File: src/rtl/dcache_pkg.sv
// rtl/dcache_pkg.sv - shared types and constants for the write-back direct-mapped data cache
package dcache_pkg;

    localparam int LINE_W         = 128;
    localparam int WORD_W         = 32;
    localparam int WORDS_PER_LINE = 4;

    typedef enum logic [1:0] {
        IDLE      = 2'd0,
        WRITEBACK = 2'd1,
        ALLOCATE  = 2'd2
    } state_t;

    // Line array write-port operation; one per cycle.
    typedef enum logic [1:0] {
        LA_NONE  = 2'd0,
        LA_WORD  = 2'd1,
        LA_CLEAN = 2'd2,
        LA_FILL  = 2'd3
    } la_op_t;

endpackage

File: src/rtl/dcache_wb_dm_if.sv
// rtl/dcache_wb_dm_if.sv - core-side request port and line-wide memory port of the data cache
interface dcache_wb_dm_if;

    logic         proc_read;
    logic         proc_write;
    logic [29:0]  proc_addr;
    logic [31:0]  proc_wdata;
    logic         proc_stall;
    logic [31:0]  proc_rdata;
    logic         mem_read;
    logic         mem_write;
    logic [27:0]  mem_addr;
    logic [127:0] mem_wdata;
    logic         mem_ready;
    logic [127:0] mem_rdata;

    // master: the environment (core plus memory); slave: the cache itself.
    modport master (
        output proc_read, proc_write, proc_addr, proc_wdata, mem_ready, mem_rdata,
        input  proc_stall, proc_rdata, mem_read, mem_write, mem_addr, mem_wdata
    );

    modport slave (
        input  proc_read, proc_write, proc_addr, proc_wdata, mem_ready, mem_rdata,
        output proc_stall, proc_rdata, mem_read, mem_write, mem_addr, mem_wdata
    );

endinterface

File: src/rtl/dcache_line_array.sv
// rtl/dcache_line_array.sv - valid/dirty/tag/data storage, combinational read, one write port
module dcache_line_array
    import dcache_pkg::*;
#(
    parameter int LINE_NUM = 8,
    parameter int IDX_W    = $clog2(LINE_NUM),
    parameter int TAG_W    = 28 - IDX_W
) (
    input  logic              clk,
    input  logic              rst_n,
    input  logic [IDX_W-1:0]  idx,
    output logic              rd_valid,
    output logic              rd_dirty,
    output logic [TAG_W-1:0]  rd_tag,
    output logic [LINE_W-1:0] rd_data,
    input  la_op_t            wr_op,
    input  logic [1:0]        wr_word,
    input  logic [WORD_W-1:0] wr_wdata,
    input  logic [TAG_W-1:0]  wr_tag,
    input  logic [LINE_W-1:0] wr_line
);

    logic [LINE_NUM-1:0] valid_q;
    logic [LINE_NUM-1:0] dirty_q;
    logic [TAG_W-1:0]    tag_q  [LINE_NUM];
    logic [LINE_W-1:0]   data_q [LINE_NUM];

    assign rd_valid = valid_q[idx];
    assign rd_dirty = dirty_q[idx];
    assign rd_tag   = tag_q[idx];
    assign rd_data  = data_q[idx];

    always_ff @(posedge clk) begin
        if (!rst_n) begin
            valid_q <= '0;
            dirty_q <= '0;
        end else begin
            case (wr_op)
                LA_WORD:  dirty_q[idx] <= 1'b1;
                LA_CLEAN: dirty_q[idx] <= 1'b0;
                LA_FILL: begin
                    valid_q[idx] <= 1'b1;
                    dirty_q[idx] <= 1'b0;
                end
                default: ;
            endcase
        end
    end

    // Payload is not reset; a write landing during reset is harmless since valid is cleared.
    always_ff @(posedge clk) begin
        case (wr_op)
            LA_WORD: data_q[idx][32'(wr_word) * WORD_W +: WORD_W] <= wr_wdata;
            LA_FILL: begin
                data_q[idx] <= wr_line;
                tag_q[idx]  <= wr_tag;
            end
            default: ;
        endcase
    end

endmodule

File: src/rtl/dcache_wb_dm.sv
// rtl/dcache_wb_dm.sv - direct-mapped write-back write-allocate data cache; DCACHE_PERF_EN adds hit/miss counters
module dcache_wb_dm
    import dcache_pkg::*;
#(
    parameter  int LINE_NUM = 8,
    localparam int IDX_W    = $clog2(LINE_NUM),
    localparam int TAG_W    = 28 - IDX_W
) (
    input  logic         clk,
    input  logic         rst_n,
`ifdef DCACHE_PERF_EN
    output logic [31:0]  hit_cnt,
    output logic [31:0]  miss_cnt,
`endif
    dcache_wb_dm_if.slave bus
);

    state_t              state;
    logic [IDX_W-1:0]    idx;
    logic [TAG_W-1:0]    tag;
    logic [1:0]          word;
    logic                ln_valid;
    logic                ln_dirty;
    logic [TAG_W-1:0]    ln_tag;
    logic [LINE_W-1:0]   ln_data;
    logic [WORD_W-1:0]   sel_word;
    la_op_t              wr_op;
    logic                req;
    logic                idle_hit;
    logic                rd_done;
    logic                wr_done;
    logic                miss;
    logic                post_fill;
    logic [WORD_W-1:0]   rdata_q;
    logic                mem_read_q;
    logic                mem_write_q;
    logic [27:0]         mem_addr_q;
    logic [LINE_W-1:0]   mem_wdata_q;

    assign idx      = bus.proc_addr[IDX_W+1:2];
    assign tag      = bus.proc_addr[29:IDX_W+2];
    assign word     = bus.proc_addr[1:0];
    assign sel_word = ln_data[32'(word) * WORD_W +: WORD_W];

    // A simultaneous read and write is a write.
    assign req      = bus.proc_read | bus.proc_write;
    assign idle_hit = (state == IDLE) && req && ln_valid && (ln_tag == tag);
    assign rd_done  = idle_hit && !bus.proc_write;
    assign wr_done  = idle_hit && bus.proc_write;
    assign miss     = (state == IDLE) && req && !(ln_valid && (ln_tag == tag));

    always_comb begin
        wr_op = LA_NONE;
        if (wr_done)
            wr_op = LA_WORD;
        else if (state == WRITEBACK && bus.mem_ready)
            wr_op = LA_CLEAN;
        else if (state == ALLOCATE && bus.mem_ready)
            wr_op = LA_FILL;
    end

    dcache_line_array #(
        .LINE_NUM (LINE_NUM),
        .IDX_W    (IDX_W),
        .TAG_W    (TAG_W)
    ) u_lines (
        .clk      (clk),
        .rst_n    (rst_n),
        .idx      (idx),
        .rd_valid (ln_valid),
        .rd_dirty (ln_dirty),
        .rd_tag   (ln_tag),
        .rd_data  (ln_data),
        .wr_op    (wr_op),
        .wr_word  (word),
        .wr_wdata (bus.proc_wdata),
        .wr_tag   (tag),
        .wr_line  (bus.mem_rdata)
    );

    assign bus.proc_stall = (state != IDLE) || miss;
    assign bus.proc_rdata = rd_done ? sel_word : rdata_q;
    assign bus.mem_read   = mem_read_q;
    assign bus.mem_write  = mem_write_q;
    assign bus.mem_addr   = mem_addr_q;
    assign bus.mem_wdata  = mem_wdata_q;

    always_ff @(posedge clk) begin
        if (!rst_n) begin
            state       <= IDLE;
            rdata_q     <= '0;
            post_fill   <= 1'b0;
            mem_read_q  <= 1'b0;
            mem_write_q <= 1'b0;
            mem_addr_q  <= '0;
            mem_wdata_q <= '0;
        end else begin
            post_fill <= 1'b0;
            if (rd_done)
                rdata_q <= sel_word;
            case (state)
                IDLE: begin
                    if (miss) begin
                        if (ln_valid && ln_dirty) begin
                            state       <= WRITEBACK;
                            mem_write_q <= 1'b1;
                            mem_addr_q  <= {ln_tag, idx};
                            mem_wdata_q <= ln_data;
                        end else begin
                            state      <= ALLOCATE;
                            mem_read_q <= 1'b1;
                            mem_addr_q <= bus.proc_addr[29:2];
                        end
                    end
                end
                WRITEBACK: begin
                    if (bus.mem_ready) begin
                        state       <= ALLOCATE;
                        mem_write_q <= 1'b0;
                        mem_read_q  <= 1'b1;
                        mem_addr_q  <= bus.proc_addr[29:2];
                    end
                end
                ALLOCATE: begin
                    if (bus.mem_ready) begin
                        state      <= IDLE;
                        mem_read_q <= 1'b0;
                        post_fill  <= 1'b1;
                    end
                end
                default: state <= IDLE;
            endcase
        end
    end

`ifdef DCACHE_PERF_EN
    // The completion cycle right after a fill belongs to the miss, not a hit.
    always_ff @(posedge clk) begin
        if (!rst_n) begin
            hit_cnt  <= '0;
            miss_cnt <= '0;
        end else begin
            if (idle_hit && !post_fill)
                hit_cnt <= hit_cnt + 32'd1;
            if (miss)
                miss_cnt <= miss_cnt + 32'd1;
        end
    end
`endif

endmodule

File: src/flat_wrapper.sv
// flat-port wrapper written by rule: the top's interface ports become plain ports
module dcache_wb_dm_flat import dcache_pkg::*;
#(
    parameter  int LINE_NUM = 8,
    localparam int IDX_W    = $clog2(LINE_NUM),
    localparam int TAG_W    = 28 - IDX_W
)
  (clk, rst_n, bus_proc_read, bus_proc_write, bus_proc_addr, bus_proc_wdata, bus_mem_ready, bus_mem_rdata, bus_proc_stall, bus_proc_rdata, bus_mem_read, bus_mem_write, bus_mem_addr, bus_mem_wdata);
  dcache_wb_dm_if bus_i ();
  input  logic clk;
  input  logic rst_n;
  input wire logic [$bits(bus_i.proc_read)-1:0] bus_proc_read;
  input wire logic [$bits(bus_i.proc_write)-1:0] bus_proc_write;
  input wire logic [$bits(bus_i.proc_addr)-1:0] bus_proc_addr;
  input wire logic [$bits(bus_i.proc_wdata)-1:0] bus_proc_wdata;
  input wire logic [$bits(bus_i.mem_ready)-1:0] bus_mem_ready;
  input wire logic [$bits(bus_i.mem_rdata)-1:0] bus_mem_rdata;
  output wire logic [$bits(bus_i.proc_stall)-1:0] bus_proc_stall;
  output wire logic [$bits(bus_i.proc_rdata)-1:0] bus_proc_rdata;
  output wire logic [$bits(bus_i.mem_read)-1:0] bus_mem_read;
  output wire logic [$bits(bus_i.mem_write)-1:0] bus_mem_write;
  output wire logic [$bits(bus_i.mem_addr)-1:0] bus_mem_addr;
  output wire logic [$bits(bus_i.mem_wdata)-1:0] bus_mem_wdata;
  assign bus_i.proc_read = bus_proc_read;
  assign bus_i.proc_write = bus_proc_write;
  assign bus_i.proc_addr = bus_proc_addr;
  assign bus_i.proc_wdata = bus_proc_wdata;
  assign bus_i.mem_ready = bus_mem_ready;
  assign bus_i.mem_rdata = bus_mem_rdata;
  assign bus_proc_stall = bus_i.proc_stall;
  assign bus_proc_rdata = bus_i.proc_rdata;
  assign bus_mem_read = bus_i.mem_read;
  assign bus_mem_write = bus_i.mem_write;
  assign bus_mem_addr = bus_i.mem_addr;
  assign bus_mem_wdata = bus_i.mem_wdata;
  dcache_wb_dm #(.LINE_NUM(LINE_NUM)) u_core (.clk(clk), .rst_n(rst_n), .bus(bus_i));
endmodule
File: config.mk
export PLATFORM = sky130hd
export DESIGN_NAME = dcache_wb_dm_flat
export DESIGN_NICKNAME = d
export VERILOG_FILES = /design/src/rtl/dcache_pkg.sv /design/src/rtl/dcache_wb_dm_if.sv /design/src/rtl/dcache_line_array.sv /design/src/rtl/dcache_wb_dm.sv /design/src/flat_wrapper.sv
export SDC_FILE = /design/constraint.sdc
export NUM_CORES = 2
export LEC_CHECK = 0
export CORE_ASPECT_RATIO = 1.25
export CORE_UTILIZATION = 46
export CTS_BUF_LIST = sky130_fd_sc_hd__clkbuf_16
export DETAILED_ROUTE_END_ITERATION = 8
export GPL_TIMING_DRIVEN = 0
export MAX_ROUTING_LAYER = met4
export PLACE_DENSITY = 0.72
export REMOVE_ABC_BUFFERS = 1
export SETUP_SLACK_MARGIN = 0.15
export SYNTH_ARGS = -nofsm -noshare
export SYNTH_HDL_FRONTEND = slang
export SYNTH_SLANG_ARGS = --single-unit
File: constraint.sdc
create_clock -name clk -period 7.07 [get_ports clk]
set_input_delay 1.414 -clock clk [delete_from_list [all_inputs] [get_ports clk]]
set_output_delay 1.414 -clock clk [all_outputs]
set_load 0.02 [all_outputs]
======== Word-level counts from Yosys, hierarchy flattened ========
Memories as Yosys holds them, arrays and structs flattened.
Cells that the tools add are included.
operators by class
  bitwise operators ....................... 133
  shift operators ......................... 3
  add/subtract/negate cells ............... 1
  magnitude comparators ................... 2
  equality and inequality tests ........... 11
  reduce and logical (&&, ||, !) cells .... 25
  mux-type cells .......................... 160
operators with widths
  kind                                                     number
  2-to-1 mux 1 bit                                         140
  OR 1 bit                                                 129
  2-to-1 mux 128 bit                                       1
  variable shift 32 x 34 -> 128 bit, first input constant  1
  variable part select 128 x 8 -> 32 bit                   1
  variable part select 32 x 34 -> 128 bit                  1
  2-to-1 mux 28 bit                                        3
  case mux 28 bit (2 select lines)                         1
  negator 7 -> 34 bit                                      1
  2-to-1 mux 32 bit                                        1
  equality test 25 bit                                     1
  OR 8 bit                                                 2
  case mux 8 bit (2 select lines)                          1
  2-to-1 mux 2 bit                                         7
  logical AND 1 bit                                        11
  AND reduction 3 bit                                      3
  AND 8 bit                                                1
  != test 2 bit, second input constant                     4
  inverter 8 bit                                           1
  binary-select mux 1 bit (select 3 bit)                   2
  equality test 2 bit, second input constant               3
  case mux 2 bit (3 select lines)                          1
  nonzero test 2 bit                                       3
  AND reduction 5 bit                                      1
  13 further kinds                                         15
word-level totals
  bits of input ports ..................... 195
  RAM bits ................................ 1224
  memories kept ........................... 2
  bits in registers ....................... 208
  logic and storage cells ................. 345
memory list
  memory                 words  width  read ports  clocked after memory_dff  wr ports  RTL line                 source
  u_core.u_lines.data_q  8      128    1           0                         1         dcache_line_array.sv:26  logic [LINE_W-1:0] data_q [LINE_NUM];
  u_core.u_lines.tag_q   8      25     1           0                         1         dcache_line_array.sv:25  logic [TAG_W-1:0] tag_q [LINE_NUM];

======== Depth between registers and ports, before layout ========
  depth in word-level cells ............... 10
  gate-level depth with buffers ........... 14
  gate-level depth less buffers ........... 8

======== Cells and area by module ========
From an unflattened synthesis, not the netlist that was laid out.
unflattened totals
  cell total of the unflattened synthesis .. 3045
  area total of the unflattened synthesis .. 57709.1 um2
modules (own cells, without submodules)
  module             instances  area each (um2)  cells an instance  sequential area each (um2)
  dcache_line_array  1          48313.8          2057               37075.6
  dcache_wb_dm       1          9395.3           988                3843.7

======== Worst setup path before layout ========
No wires, ideal clock.
  kind .................................... input-to-reg
  start ................................... input port bus_proc_addr[2]
  end ..................................... memory u_core.u_lines.data_q[5][100], enable pin
  path buffers ............................ 3
  arrival ................................. 5.209 ns
  library setup time ...................... 0.421 ns
  slack ................................... 1.440 ns
  required time ........................... 6.649 ns
  stages on the path ...................... 11
  cells stage by stage .................... buf_2 buf_2 nand2_1 o22ai_1 or4b_2 a21oi_1 nand4_1 nor4_1 buf_2 mux2i_1 nor2_1
on the way
  word-level cells in the longest chain between the ends .. 10
RTL lines
  item                                                                               RTL line                 source
  from (decl)                                                                        flat_wrapper.sv:14       input wire logic [$bits(bus_i.proc_addr)-1:0] bus_proc_addr;
  parallel branches: the longest is 10 deep, another holds memory read (8 x 25 bit)  n/a
  to (decl)                                                                          dcache_line_array.sv:26
Parallel ways; which one is timed is not known. The select of a mux whose other input is x is not followed.

======== Worst setup path after layout ========
  start ................................... input port bus_proc_addr[3]
  end ..................................... output port bus_proc_rdata[11]
on the way
  word-level cells in the longest chain between the ends .. 6
RTL lines
  item                                                                               RTL line            source
  parallel branches: the longest is 5 deep, another holds memory read (8 x 128 bit)  n/a
  2-to-1 mux 32 bit *                                                                dcache_wb_dm.sv:82  assign bus.proc_rdata = rd_done ? sel_word : rdata_q;
  to (decl)                                                                          flat_wrapper.sv:19  output wire logic [$bits(bus_i.proc_rdata)-1:0] bus_proc_rdata;
Every way passes the cells marked *. The select of a mux whose other input is x is not followed.

==> impl_metrics.py <==
metrics = {
    "run_status": {
        "run_status": "completed",
    },
    "sta": {
        "finalCriticalPeriod_ns": 7.02,
        "tightest_slew_ns": 1.27,
        "timing.final.crit_share_pct": 99.3,
        "rsz0062_at_grt": "true",
        "slew_headroom_pct": 13.7,
        "finalHoldViolCount": 0,
        "fin_hold_ws_ns": 0.456,
        "drv_slew": 0,
        "setup_violations": 0,
        "finClkSkew_ns": 0.0319,
        "clock.fmax_mhz": 142,
    },
    "final_layout": {
        "area_growth_pct": 22.7,
        "nFillCells": 9137,
        "final_core_util_pct": 57.0,
        "drive_above_1_share_pct": 13.8,
        "nNetsFinal": 4543,
    },
    "synthesis": {
        "synth_top_area_share_pct": 64.9,
        "synth_flop_cell": "edfxtp_1",
        "synth.ff_latch_count": 1432,
        "syn_inst": 3869,
        "yosysWarnings": 0,
        "ys_top_cells_by_area": "edfxtp_1 65%, dfxtp_1 7.4%, a22oi_1 4.2%, mux2i_1 3.9%, nor3_1 2.4%",
        "yosysMostFrequentCell": "edfxtp_1",
        "synth_edf_count": 1224,
        "syn_area_sq_um": 56600,
        "async_flop_share_pct": 0,
        "synth-seq-area-share_pct": 72.2,
        "synth.avg_cell_area_sq_um": 14.6,
        "netlist_top_cells_count": "1224 x edfxtp_1, 314 x a22oi_1, 277 x nor3_1",
        "synth_area_leader_cell": "edfxtp_1",
        "synthDistinctLibCells": 62,
    },
    "pwr": {
        "p_sw_mw": 4.27,
        "peakVddDrop_mv": 0.237,
        "combPwrFrac_pct": 9.1,
        "p_int_mw": 13.8,
        "p_clk_share_pct": 39.0,
        "p_sw_share_pct": 23.6,
        "leakage_nw": 23.4,
        "power_frac_seq_pct": 52.0,
        "p_per_area_nw_per_um2": 261,
    },
    "cts": {
        "clock_latency_ns": 0.77,
        "numCtsBuffers": 140,
        "cts_tree": "built",
        "path_clk_slew_ns": 0.06,
        "root_buffer": "clkbuf_16",
        "numClockSinks": 1432,
        "cts_max_level": 4,
        "clk_path_buf_depth": 3,
    },
    "worst_hold_path": {
        "hp-start": "u_core.bus.mem_addr[26]$_SDFFE_PN0P_",
        "hold_class": "register to register",
    },
    "place": {
        "place_hpwl_mm": 125,
        "io_buffers": 385,
        "gp_congestion": 0.885,
    },
    "flow_run": {
        "maxCapViolCount": 0,
    },
    "grt": {
        "grt_max_degree": 103,
        "grt_pass1_wl_mm": 269,
        "antenna_found_initial": 7,
        "grt_pass1_vias": 37199,
        "grt_overflow": 0,
        "grt_use_total_pct": 31.4,
    },
    "floorplanning": {
        "die-area_sq_um": 125000,
        "ios": 386,
        "die_w_um": 316,
        "core_sq_um": 122000,
        "start_util_pct": 46.5,
        "rows": 143,
        "dieHeight_um": 394,
    },
    "detailed_routing": {
        "ant_nets": 0,
        "vias": 39453,
        "first_pass_iters": 8,
        "routed_wl_mm": 194,
        "drtIter0Drc": 6134,
        "drc": 0,
        "vias_per_cell": 6.51,
        "wire_per_inst_um": 32.0,
    },
    "setup_path": {
        "cp_data_required_time_ns": 5.66,
        "worstPathArrival_ns": 5.61,
        "path_max_fanout": 69,
        "critPathLaunchType": "input port",
        "rr_startpoint": "u_core.u_lines.tag_q[0][16]$_DFFE_PP_",
        "crit_type": "input port to output port",
        "critPathLaunch": "bus_proc_addr[3]",
        "crit_path_end_kind": "output port",
    },
}
[worst max-delay path: stages]
cell	delay [ns]
buf_12	0.15
bufbuf_16	0.35
nor2_4	0.47
a22oi_1	0.31
and3_1	0.26
nor4_1	0.31
nand4_1	0.26
or4_4	0.53
buf_12	0.20
buf_16	0.20
o21ai_1	0.23
nand2_1	0.19
clkdlybuf4s50_1	0.59
[sequential cells by signal (all words and copies together), names as in the netlist, named ones only]
signal / count
u_core.state: 2
u_core.rdata_q: 32
u_core.bus.mem_addr: 28
u_core.bus.mem_write: 1
u_core.u_lines.tag_q: 200
u_core.bus.mem_wdata: 128
u_core.bus.mem_read: 1
u_core.u_lines.data_q: 1024
u_core.u_lines.valid_q: 8
[power by group through the flow]
stage | sequential [mW] | clock [mW] | combinational [mW]
CTS | 9.41 | 7.04 | 1.58
global route | 9.41 | 7.37 | 1.69
global placement | 9.63 | 0 | 1.57
floorplan | 9.63 | 0 | 0.731
detailed placement | 9.59 | 0 | 1.53
finish | 9.41 | 7.05 | 1.64
[routing by layer]
metal  vias to the layer above  GRT usage [%]  routed length (um)
met1                     19273           38.3               65600
met5                         -              -                   0
li1                      16133              -                   -
met2                      3374           46.8               87700
met4                         0           19.9               14700
met3                       673           7.73               25700
[timing repair]
action | 4_1_cts | 5_1_grt
hold buffers | 0 | 0
resized for setup | 55 | 27
setup endpoints to repair | 33 | 32
pin swaps | 7 | 3
setup buffers | 28 | 8
gates cloned | 7 | 1
[placed cells by master (no fill, tap or decap), drive strengths merged, types with 11 or more instances in the layout]
cell,synthesis,layout
nor3,277,277
clkbuf,161,152
o22ai,15,15
dfxtp,208,208
a222oi,21,21
a22oi,314,314
clkdlybuf4s50,0,357
buf,120,222
edfxtp,1224,1224
a211oi,13,13
nand4,44,44
a22o,63,63
mux2,48,48
nand2,225,225
mux2i,218,218
mux4,55,55
clkinv,2,52
inv,141,195
a21oi,210,210
nor2,100,100
xnor2,13,13
o21a,14,14
o211ai,13,13
a221oi,70,70
nand3,117,117
dlygate4sd2,0,11
o21ai,63,63
a31oi,14,14
[path summary, 6_finish.rpt]
path / to / slack, ns / depth (start not counted)
worst max-delay path: bus_proc_rdata[11] / 0.05 / 13
worst min-delay path: u_core.bus.mem_addr[26]$_SDFFE_PN0P_ / 0.46 / 2
worst max register to register: u_core.u_lines.data_q[3][115]$_DFFE_PP_ / 1.92 / 14
worst min register to register: u_core.bus.mem_addr[26]$_SDFFE_PN0P_ / 0.46 / 2
[final cells by class]
| type | count | area, sq um | area share, % |
|---|---|---|---|
| flip-flops and latches | 1432 | 40900 | 58.9 |
| multi-input cells | 2015 | 14600 | 21.0 |
| repair buffers | 608 | 7150 | 10.3 |
| clock buffers | 145 | 3630 | 5.22 |
| well taps | 1595 | 2000 | 2.87 |
| clock inverters | 113 | 654 | 0.942 |
| inverters | 143 | 551 | 0.792 |
| diodes | 10 | 25.0 | 0.0360 |
[metrics by stage]
stage | setup WS [ns] | power [mW] | cells | TNS (ns) | instance area (sq um)
floorplan | -17.07 | 10.4 | 3588 | - | 55400
global placement | -55.62 | 11.2 | 5568 | - | 61300
detailed placement | -1.98 | 11.1 | 5749 | -257.21 | 64500
CTS | 0.0607 | 18.0 | 6042 | 0 | 69300
global route | 0.0182 | 18.5 | 6055 | 0 | 69500
finish | 0.0491 | 18.1 | 6061 | 0 | 69500
[cell families (layout without fill, tap and decap cells)]
logic type	count (synthesis)	count (layout)	synth area share, %
adders and majority gates	8	8	0.177
AOI/OAI and AO/OA	844	844	10.4
and+or+nand+nor	827	829	6.89
other	0	10	0
muxes	321	321	6.99
xor gates and xnor gates	13	13	0.201
DFF	1432	1432	72.2
buffers and inverters	424	1009	3.10
Note: power is estimated with default switching activity, not from simulation.
